<file path="config.mk">
export PLATFORM = sky130hd
export DESIGN_NAME = dcache_miss_handler
export DESIGN_NICKNAME = d
export VERILOG_FILES = /design/src/rtl/dcache_miss_handler.sv
export SDC_FILE = /design/constraint.sdc
export NUM_CORES = 2
export LEC_CHECK = 0
export ABC_AREA = 1
export BUFFER_PORTS_ARGS = -buffer_cell sky130_fd_sc_hd__buf_4
export CORE_AREA = 3 3 425 427
export DETAILED_ROUTE_END_ITERATION = 7
export DIE_AREA = 0 0 428 430
export GPL_TIMING_DRIVEN = 0
export PLACE_DENSITY = 0.38
export SYNTH_ARGS = -nofsm -noshare
export SYNTH_HDL_FRONTEND = slang
export SYNTH_SLANG_ARGS = --single-unit
</file>
<file path="constraint.sdc">
create_clock -name clk -period 43.7 [get_ports clk]
set_input_delay 4.37 -clock clk [delete_from_list [all_inputs] [get_ports clk]]
set_output_delay 4.37 -clock clk [all_outputs]
set_load 0.005 [all_outputs]
</file>
<file path="src/rtl/dcache_miss_handler.sv">
// dcache_miss_handler: port-A miss/refill engine for the 2-way data cache.
// Chooses a victim way, writes it back when dirty, refills the line over a
// Wishbone incrementing burst, installs data/tag/clean dirty-bit and keeps
// the per-set LRU bits.
module dcache_miss_handler #(
  parameter int INDEX_W    = 7,
  parameter int TAG_W      = 20,
  parameter int LINE_WORDS = 8
) (
  input  logic                     clk,
  input  logic                     rst,
  input  logic                     miss_req,
  input  logic [31:0]              miss_paddr,
  output logic                     miss_busy,
  output logic                     miss_done,
  output logic                     miss_err,
  input  logic                     hit_upd,
  input  logic [INDEX_W-1:0]       hit_index,
  input  logic                     hit_way,
  output logic [INDEX_W-1:0]       arr_index,
  input  logic [31:0]              tag_w0_i,
  input  logic [31:0]              tag_w1_i,
  input  logic                     dirty_w0_i,
  input  logic                     dirty_w1_i,
  input  logic [LINE_WORDS*32-1:0] data_w0_i,
  input  logic [LINE_WORDS*32-1:0] data_w1_i,
  output logic [LINE_WORDS*4-1:0]  we_w0,
  output logic [LINE_WORDS*4-1:0]  we_w1,
  output logic [LINE_WORDS*32-1:0] line_o,
  output logic [3:0]               we_tag_w0,
  output logic [3:0]               we_tag_w1,
  output logic [31:0]              tag_o,
  output logic                     dirty_we_w0,
  output logic                     dirty_we_w1,
  input  logic                     wb_ack_i,
  input  logic                     wb_err_i,
  input  logic                     wb_rty_i,
  input  logic [31:0]              wb_dat_i,
  output logic                     wb_cyc_o,
  output logic                     wb_stb_o,
  output logic                     wb_we_o,
  output logic [31:0]              wb_adr_o,
  output logic [31:0]              wb_dat_o,
  output logic [3:0]               wb_sel_o,
  output logic [2:0]               wb_cti_o,
  output logic [1:0]               wb_bte_o
);

  localparam int OFF_W     = $clog2(LINE_WORDS * 4);
  localparam int BEAT_W    = $clog2(LINE_WORDS);
  localparam int LINE_W    = LINE_WORDS * 32;
  localparam int VALID_BIT = 22;
  localparam logic [BEAT_W-1:0] LAST_BEAT = BEAT_W'(LINE_WORDS - 1);

  typedef enum logic [2:0] {
    S_IDLE, S_RD_META, S_LATCH, S_WB_BURST, S_WB_GAP, S_RF_BURST, S_WRITE_LINE, S_DONE
  } state_t;

  state_t                 r_state;
  state_t                 w_next;
  logic [BEAT_W-1:0]      r_beat;
  logic                   r_err;
  logic [(1<<INDEX_W)-1:0] r_lru;
  logic [31:0]            r_paddr;
  logic                   r_victim;
  logic [TAG_W-1:0]       r_vtag;
  logic [LINE_W-1:0]      r_vdata;
  logic [LINE_W-1:0]      r_line;

  logic [INDEX_W-1:0]     w_index;
  logic                   w_in_burst;
  logic                   w_beat_ok;
  logic                   w_victim;
  logic                   w_vvalid;
  logic                   w_vdirty;
  logic [BEAT_W+4:0]      w_word_lsb;
  logic [31:0]            w_tag_word;
  logic                   w_unused;

  assign w_index    = r_paddr[OFF_W +: INDEX_W];
  assign w_in_burst = (r_state == S_WB_BURST) || (r_state == S_RF_BURST);
  // A beat completes only on a clean ack; retry and error both leave it pending.
  assign w_beat_ok  = wb_ack_i & ~wb_err_i & ~wb_rty_i;
  assign w_word_lsb = {r_beat, 5'd0};
  assign w_tag_word = {{(31-VALID_BIT){1'b0}}, 1'b1, {(VALID_BIT-TAG_W){1'b0}},
                       r_paddr[31 -: TAG_W]};

  // Invalid ways are filled first (way 0 preferred); only a full set consults LRU.
  assign w_victim = !tag_w0_i[VALID_BIT] ? 1'b0 :
                    !tag_w1_i[VALID_BIT] ? 1'b1 : r_lru[w_index];
  assign w_vvalid = w_victim ? tag_w1_i[VALID_BIT] : tag_w0_i[VALID_BIT];
  assign w_vdirty = w_victim ? dirty_w1_i : dirty_w0_i;

  assign w_unused = ^{tag_w0_i[31:VALID_BIT+1], tag_w0_i[VALID_BIT-1:TAG_W],
                      tag_w1_i[31:VALID_BIT+1], tag_w1_i[VALID_BIT-1:TAG_W],
                      r_paddr[OFF_W-1:0]};

  // State register.
  always_ff @(posedge clk or posedge rst) begin
    if (rst) r_state <= S_IDLE;
    else     r_state <= w_next;
  end

  // Next-state decode.
  always_comb begin
    w_next = r_state;
    case (r_state)
      S_IDLE:       if (miss_req) w_next = S_RD_META;
      S_RD_META:    w_next = S_LATCH;
      S_LATCH:      w_next = (w_vvalid && w_vdirty) ? S_WB_BURST : S_RF_BURST;
      S_WB_BURST: begin
        if (wb_err_i)                             w_next = S_IDLE;
        else if (w_beat_ok && r_beat == LAST_BEAT) w_next = S_WB_GAP;
      end
      S_WB_GAP:     w_next = S_RF_BURST;
      S_RF_BURST: begin
        if (wb_err_i)                             w_next = S_IDLE;
        else if (w_beat_ok && r_beat == LAST_BEAT) w_next = S_WRITE_LINE;
      end
      S_WRITE_LINE: w_next = S_DONE;
      S_DONE:       w_next = S_IDLE;
      default:      w_next = S_IDLE;
    endcase
  end

  // Outputs decoded from state only, so an async reset clears them at once.
  always_comb begin
    miss_busy   = (r_state != S_IDLE);
    miss_done   = (r_state == S_DONE);
    miss_err    = r_err;
    arr_index   = '0;
    we_w0       = '0;
    we_w1       = '0;
    line_o      = '0;
    we_tag_w0   = 4'h0;
    we_tag_w1   = 4'h0;
    tag_o       = '0;
    dirty_we_w0 = 1'b0;
    dirty_we_w1 = 1'b0;
    wb_cyc_o    = 1'b0;
    wb_stb_o    = 1'b0;
    wb_we_o     = 1'b0;
    wb_adr_o    = '0;
    wb_dat_o    = '0;
    wb_sel_o    = 4'h0;
    wb_cti_o    = 3'b000;
    wb_bte_o    = 2'b00;
    case (r_state)
      S_RD_META: arr_index = w_index;
      S_WB_BURST, S_RF_BURST: begin
        wb_cyc_o = 1'b1;
        wb_stb_o = 1'b1;
        wb_sel_o = 4'hF;
        wb_cti_o = (r_beat == LAST_BEAT) ? 3'b111 : 3'b010;
        if (r_state == S_WB_BURST) begin
          wb_we_o  = 1'b1;
          wb_adr_o = {r_vtag, w_index, r_beat, 2'b00};
          wb_dat_o = r_vdata[w_word_lsb +: 32];
        end else begin
          wb_adr_o = {r_paddr[31:OFF_W], r_beat, 2'b00};
        end
      end
      S_WRITE_LINE: begin
        arr_index = w_index;
        line_o    = r_line;
        tag_o     = w_tag_word;
        if (r_victim) begin
          we_w1       = '1;
          we_tag_w1   = 4'hF;
          dirty_we_w1 = 1'b1;
        end else begin
          we_w0       = '1;
          we_tag_w0   = 4'hF;
          dirty_we_w0 = 1'b1;
        end
      end
      default: ;
    endcase
  end

  // Beat counter and the one-cycle error pulse.
  always_ff @(posedge clk or posedge rst) begin
    if (rst) begin
      r_beat <= '0;
      r_err  <= 1'b0;
    end else begin
      r_err <= w_in_burst & wb_err_i;
      if (w_in_burst) begin
        if (wb_err_i)       r_beat <= '0;
        else if (w_beat_ok) r_beat <= r_beat + 1'b1;
      end
    end
  end

  // LRU bits; the refill update is written last so it beats a same-index hit.
  always_ff @(posedge clk or posedge rst) begin
    if (rst) begin
      r_lru <= '0;
    end else begin
      if (hit_upd)                   r_lru[hit_index] <= ~hit_way;
      if (r_state == S_WRITE_LINE)   r_lru[w_index]   <= ~r_victim;
    end
  end

  // Miss address, victim metadata/data and the refill line buffer.
  always_ff @(posedge clk) begin
    if (r_state == S_IDLE && miss_req) r_paddr <= miss_paddr;
    if (r_state == S_LATCH) begin
      r_victim <= w_victim;
      r_vtag   <= w_victim ? tag_w1_i[TAG_W-1:0] : tag_w0_i[TAG_W-1:0];
      r_vdata  <= w_victim ? data_w1_i : data_w0_i;
    end
    if (r_state == S_RF_BURST && w_beat_ok) r_line[w_word_lsb +: 32] <= wb_dat_i;
  end

endmodule

</file>
==> flow_summary_export.csv <==
group,metric,value,unit
timing,finClkSkew,0.0430,ns
logic_synthesis,yosys-top-cells-area,"edfxtp_1 (46%), nand2_1 (13%), nor2_1 (9.6%)",
setup_path,r2r_cells,11,
pwr,pwr-share-clk,28.7,%
floorplan,start_util,20.5,%
pwr,sw_frac_of_total,39.6,%
clock_network,clockRootBuffer,"clkbuf_16",
floorplan,die-area,184000,um2
setup_path,rrSetupSlack,38.07,ns
clock_network,clkTransAtPathRegs,0.06,ns
clock_network,htreeDepth,3,
grt,grtUsageTotal,21.9,%
timing,tightestPinTransition,1.36,ns
job,cap_violations,0,
logic_synthesis,synth-warning-count,0,
floorplan,num_rows,154,
logic_synthesis,synth_enable_flop_cells,560,
floorplan,io_pins,1105,
route,drt_iter0_markers,2736,
cells_and_area,final_nets,6302,
pwr,power_switching,0.00100,W
grt,grt_max_degree,86,
pwr,internal_power,0.00153,W
clock_network,post-cts-setup-buffers,0,
logic_synthesis,synth_flop_cell,"edfxtp_1",
timing,min_period,9.17,ns
route,firstDrtPassIters,5,
placement,gp_congestion,0.889,
placement,hpwl,166000,um
grt,antenna_found_initial,21,
min_path,holdPathStages,2,
route,num_vias,35300,
logic_synthesis,yosys.area.top_type,"edfxtp_1",
timing,clock.fmax,109,MHz
timing,hold_viol,0,
timing,rsz0062_at_grt,"false",
grt,grt_pass1_vias,35000,
cells_and_area,areaGrowthSynthToFinish,39.7,%
clock_network,cts_tree,"built",
cells_and_area,utilization,28.7,%
logic_synthesis,synth_area,36200,um2
logic_synthesis,netlist.area_leader.share,46.4,%
timing,setup_viol,0,
clock_network,numCtsBuffers,88,
pwr,p_comb_share,36.7,%
placement,placed_area,47800,um2
setup_path,worstSetupEndpointType,"output pin",
clock_network,cts.sinks,695,
setup_path,worstSetupStartpointType,"register",
logic_synthesis,async_reset_ff_share,19.4,%
timing,setup_tns,0,ns
timing,max-slew-margin-rel,8.88,%
pwr,ir_worst_vdd,0.0321,mV
pwr,leakagePower,23.4,nW
logic_synthesis,synthCells,4438,
placement,io_buffers,1060,
clock_network,clk_latency,0.72,ns
cells_and_area,postLayoutCellArea,50600,um2
setup_path,crit_fanout,10,
logic_synthesis,synth_seq_cells,695,
floorplan,core-area,176000,um2
cells_and_area,layout-drive-gt1-share,24.8,%
logic_synthesis,ys_types,31,
timing,drv_slew,0,
route,wire_per_inst,26.0,um
setup_path,crit_arrival,4.80,ns
setup_path,critPathRequiredTime,39.33,ns
pwr,seq_power_share,34.6,%
run_status,status,"finished, final reports clean",
route,drc_errors,0,
clock_network,cts_resized,0,
grt,globalRouteOverflowTotal,0,
route,via_per_inst,4.38,
grt,grt_pass1_wl,283000,um
clock_network,cts_hold_buf,0,
min_path,hold_class,"reg2reg",
clock_network,clk_path_buf_depth,3,
floorplan,fp.dieW,428,um
route,ant_nets,0,
timing,fin_crit_sh,21.0,%
route,routed_wl,209000,um
setup_path,critical_path_class,"reg2out",
logic_synthesis,avgSynthCellArea,8.17,um2
pwr,power_density,49.9,nW/um2
floorplan,die-height,430,um
logic_synthesis,yosysSeqAreaShare,55.7,%
==> cell usage in the layout, fill, tap and decap left out, types with 6 or more instances in the layout <==
master     synthesis  final
clkinv_1           0     22
edfxtp_1         560    560
buf_1             14     14
a21oi_1           33     33
buf_2             43     43
dfrtp_1          135    135
o22ai_1           37     37
o21ai_0          338    338
nor2_1           924    913
buf_4            104   1164
nand2_1         1274   1274
a31oi_1          117    117
o311ai_0          38     38
nor2_4             1     10
nor3_1            17     15
o21ai_1            8      8
buf_6             29     54
clkinv_16          0      6
nand3_1          105    105
clkinv_2           0      9
o211ai_1          10     10
diode_2            0      8
clkbuf_1         160    179
inv_1            467    466
conb_1             1     15
clkbuf_16          0     88
==> cell families (layout without fill, tap and decap cells) <==
kind of cell / Yosys count / count (layout) / synth area share (%)
flops: 695 / 695 / 55.7
other cells: 1 / 23 / 0.0103
compound gates: 583 / 583 / 9.06
simple gates: 2335 / 2335 / 24.8
fa+ha+maj: 4 / 4 / 0.138
buf+inv: 820 / 2074 / 10.3
==> stage by stage <==
| stage | instances | setup WS [ns] | hold slack, ns | total power, W |
|---|---|---|---|---|
| floorplan | 4452 | 23.18 | 0.470 | 0.00135 |
| global placement | 7852 | 11.22 | 0.511 | 0.00190 |
| detailed placement | 7891 | 34.98 | 0.513 | 0.00184 |
| CTS | 8046 | 34.18 | 0.527 | 0.00258 |
| global route | 8049 | 34.20 | 0.566 | 0.00266 |
| finish | 8054 | 34.53 | 0.527 | 0.00253 |
==> sequential cells by signal (all words and copies together) (netlist names) <==
name and flops:
r_line 256, r_vdata 256, r_lru 128, r_paddr 27, r_vtag 20, r_beat 3
r_state 3, miss_err 1, r_victim 1
==> cell usage after synthesis, drive strengths merged (2+ instances only) <==
library cell  instances
a21oi                33
a221oi                2
a31oi               117
buf                 190
clkbuf              160
dfrtp               135
edfxtp              560
ha                    4
inv                 470
nand2              1275
nand3               105
nand4                 2
nor2                928
nor3                 19
o211ai               10
o21ai               346
o22ai                37
o311ai               38
or2                   5
==> power by group through the flow <==
stage | Clock [W] | Sequential, W | Combinational (W)
CTS | 0.000745 | 0.000874 | 0.000958
finish | 0.000726 | 0.000874 | 0.000927
global route | 0.000768 | 0.000881 | 0.00101
detailed placement | 0 | 0.000887 | 0.000956
global placement | 0 | 0.000970 | 0.000927
floorplan | 0 | 0.000924 | 0.000425
==> critical path: stages (launching register included) <==
cell and delay [ns]:
dfrtp_1 0.39, clkbuf_1 0.29, inv_1 0.46, clkbuf_1 0.78
clkbuf_1 0.50, nor2_1 0.10, o22ai_1 0.41, o21ai_0 0.44
a31oi_1 0.50, buf_4 0.20
==> layout make-up <==
class / instances / area [um2]
Buffer: 350 / 1980
Sequential cell: 695 / 20200
Antenna cell: 8 / 20.0
Clock inverter: 44 / 459
Inverter: 470 / 1770
Multi-Input combinational cell: 2937 / 12400
Clock buffer: 111 / 2330
Timing Repair Buffer: 1099 / 8520
Fill cell: 19500 / 126000
Tap cell: 2340 / 2930
==> final timing paths <==
path | startpoint | to
max in group asynchronous | rst | r_lru[73]$_DFF_PP0_
worst min register to register | r_state[1]$_DFFE_PP0P_ | r_state[1]$_DFFE_PP0P_
worst min-delay path | r_state[1]$_DFFE_PP0P_ | r_state[1]$_DFFE_PP0P_
min in group asynchronous | rst | r_lru[0]$_DFF_PP0_
worst max register to register | r_beat[0]$_DFFE_PP0P_ | r_line[25]$_DFFE_PP_
worst max-delay path | r_beat[0]$_DFFE_PP0P_ | wb_dat_o[25]
==> metal layers <==
metal	vias up	share of wire, %	GRT usage [%]	routed length, um
met5	-	0.055	0	114
met4	18	2.6	5.87	5530
met3	204	4.9	3.53	10300
met2	1233	55	42.5	115000
met1	17200	37	24.3	78300
li1	16600	-	-	-
Note: power is estimated with default switching activity, not from simulation.
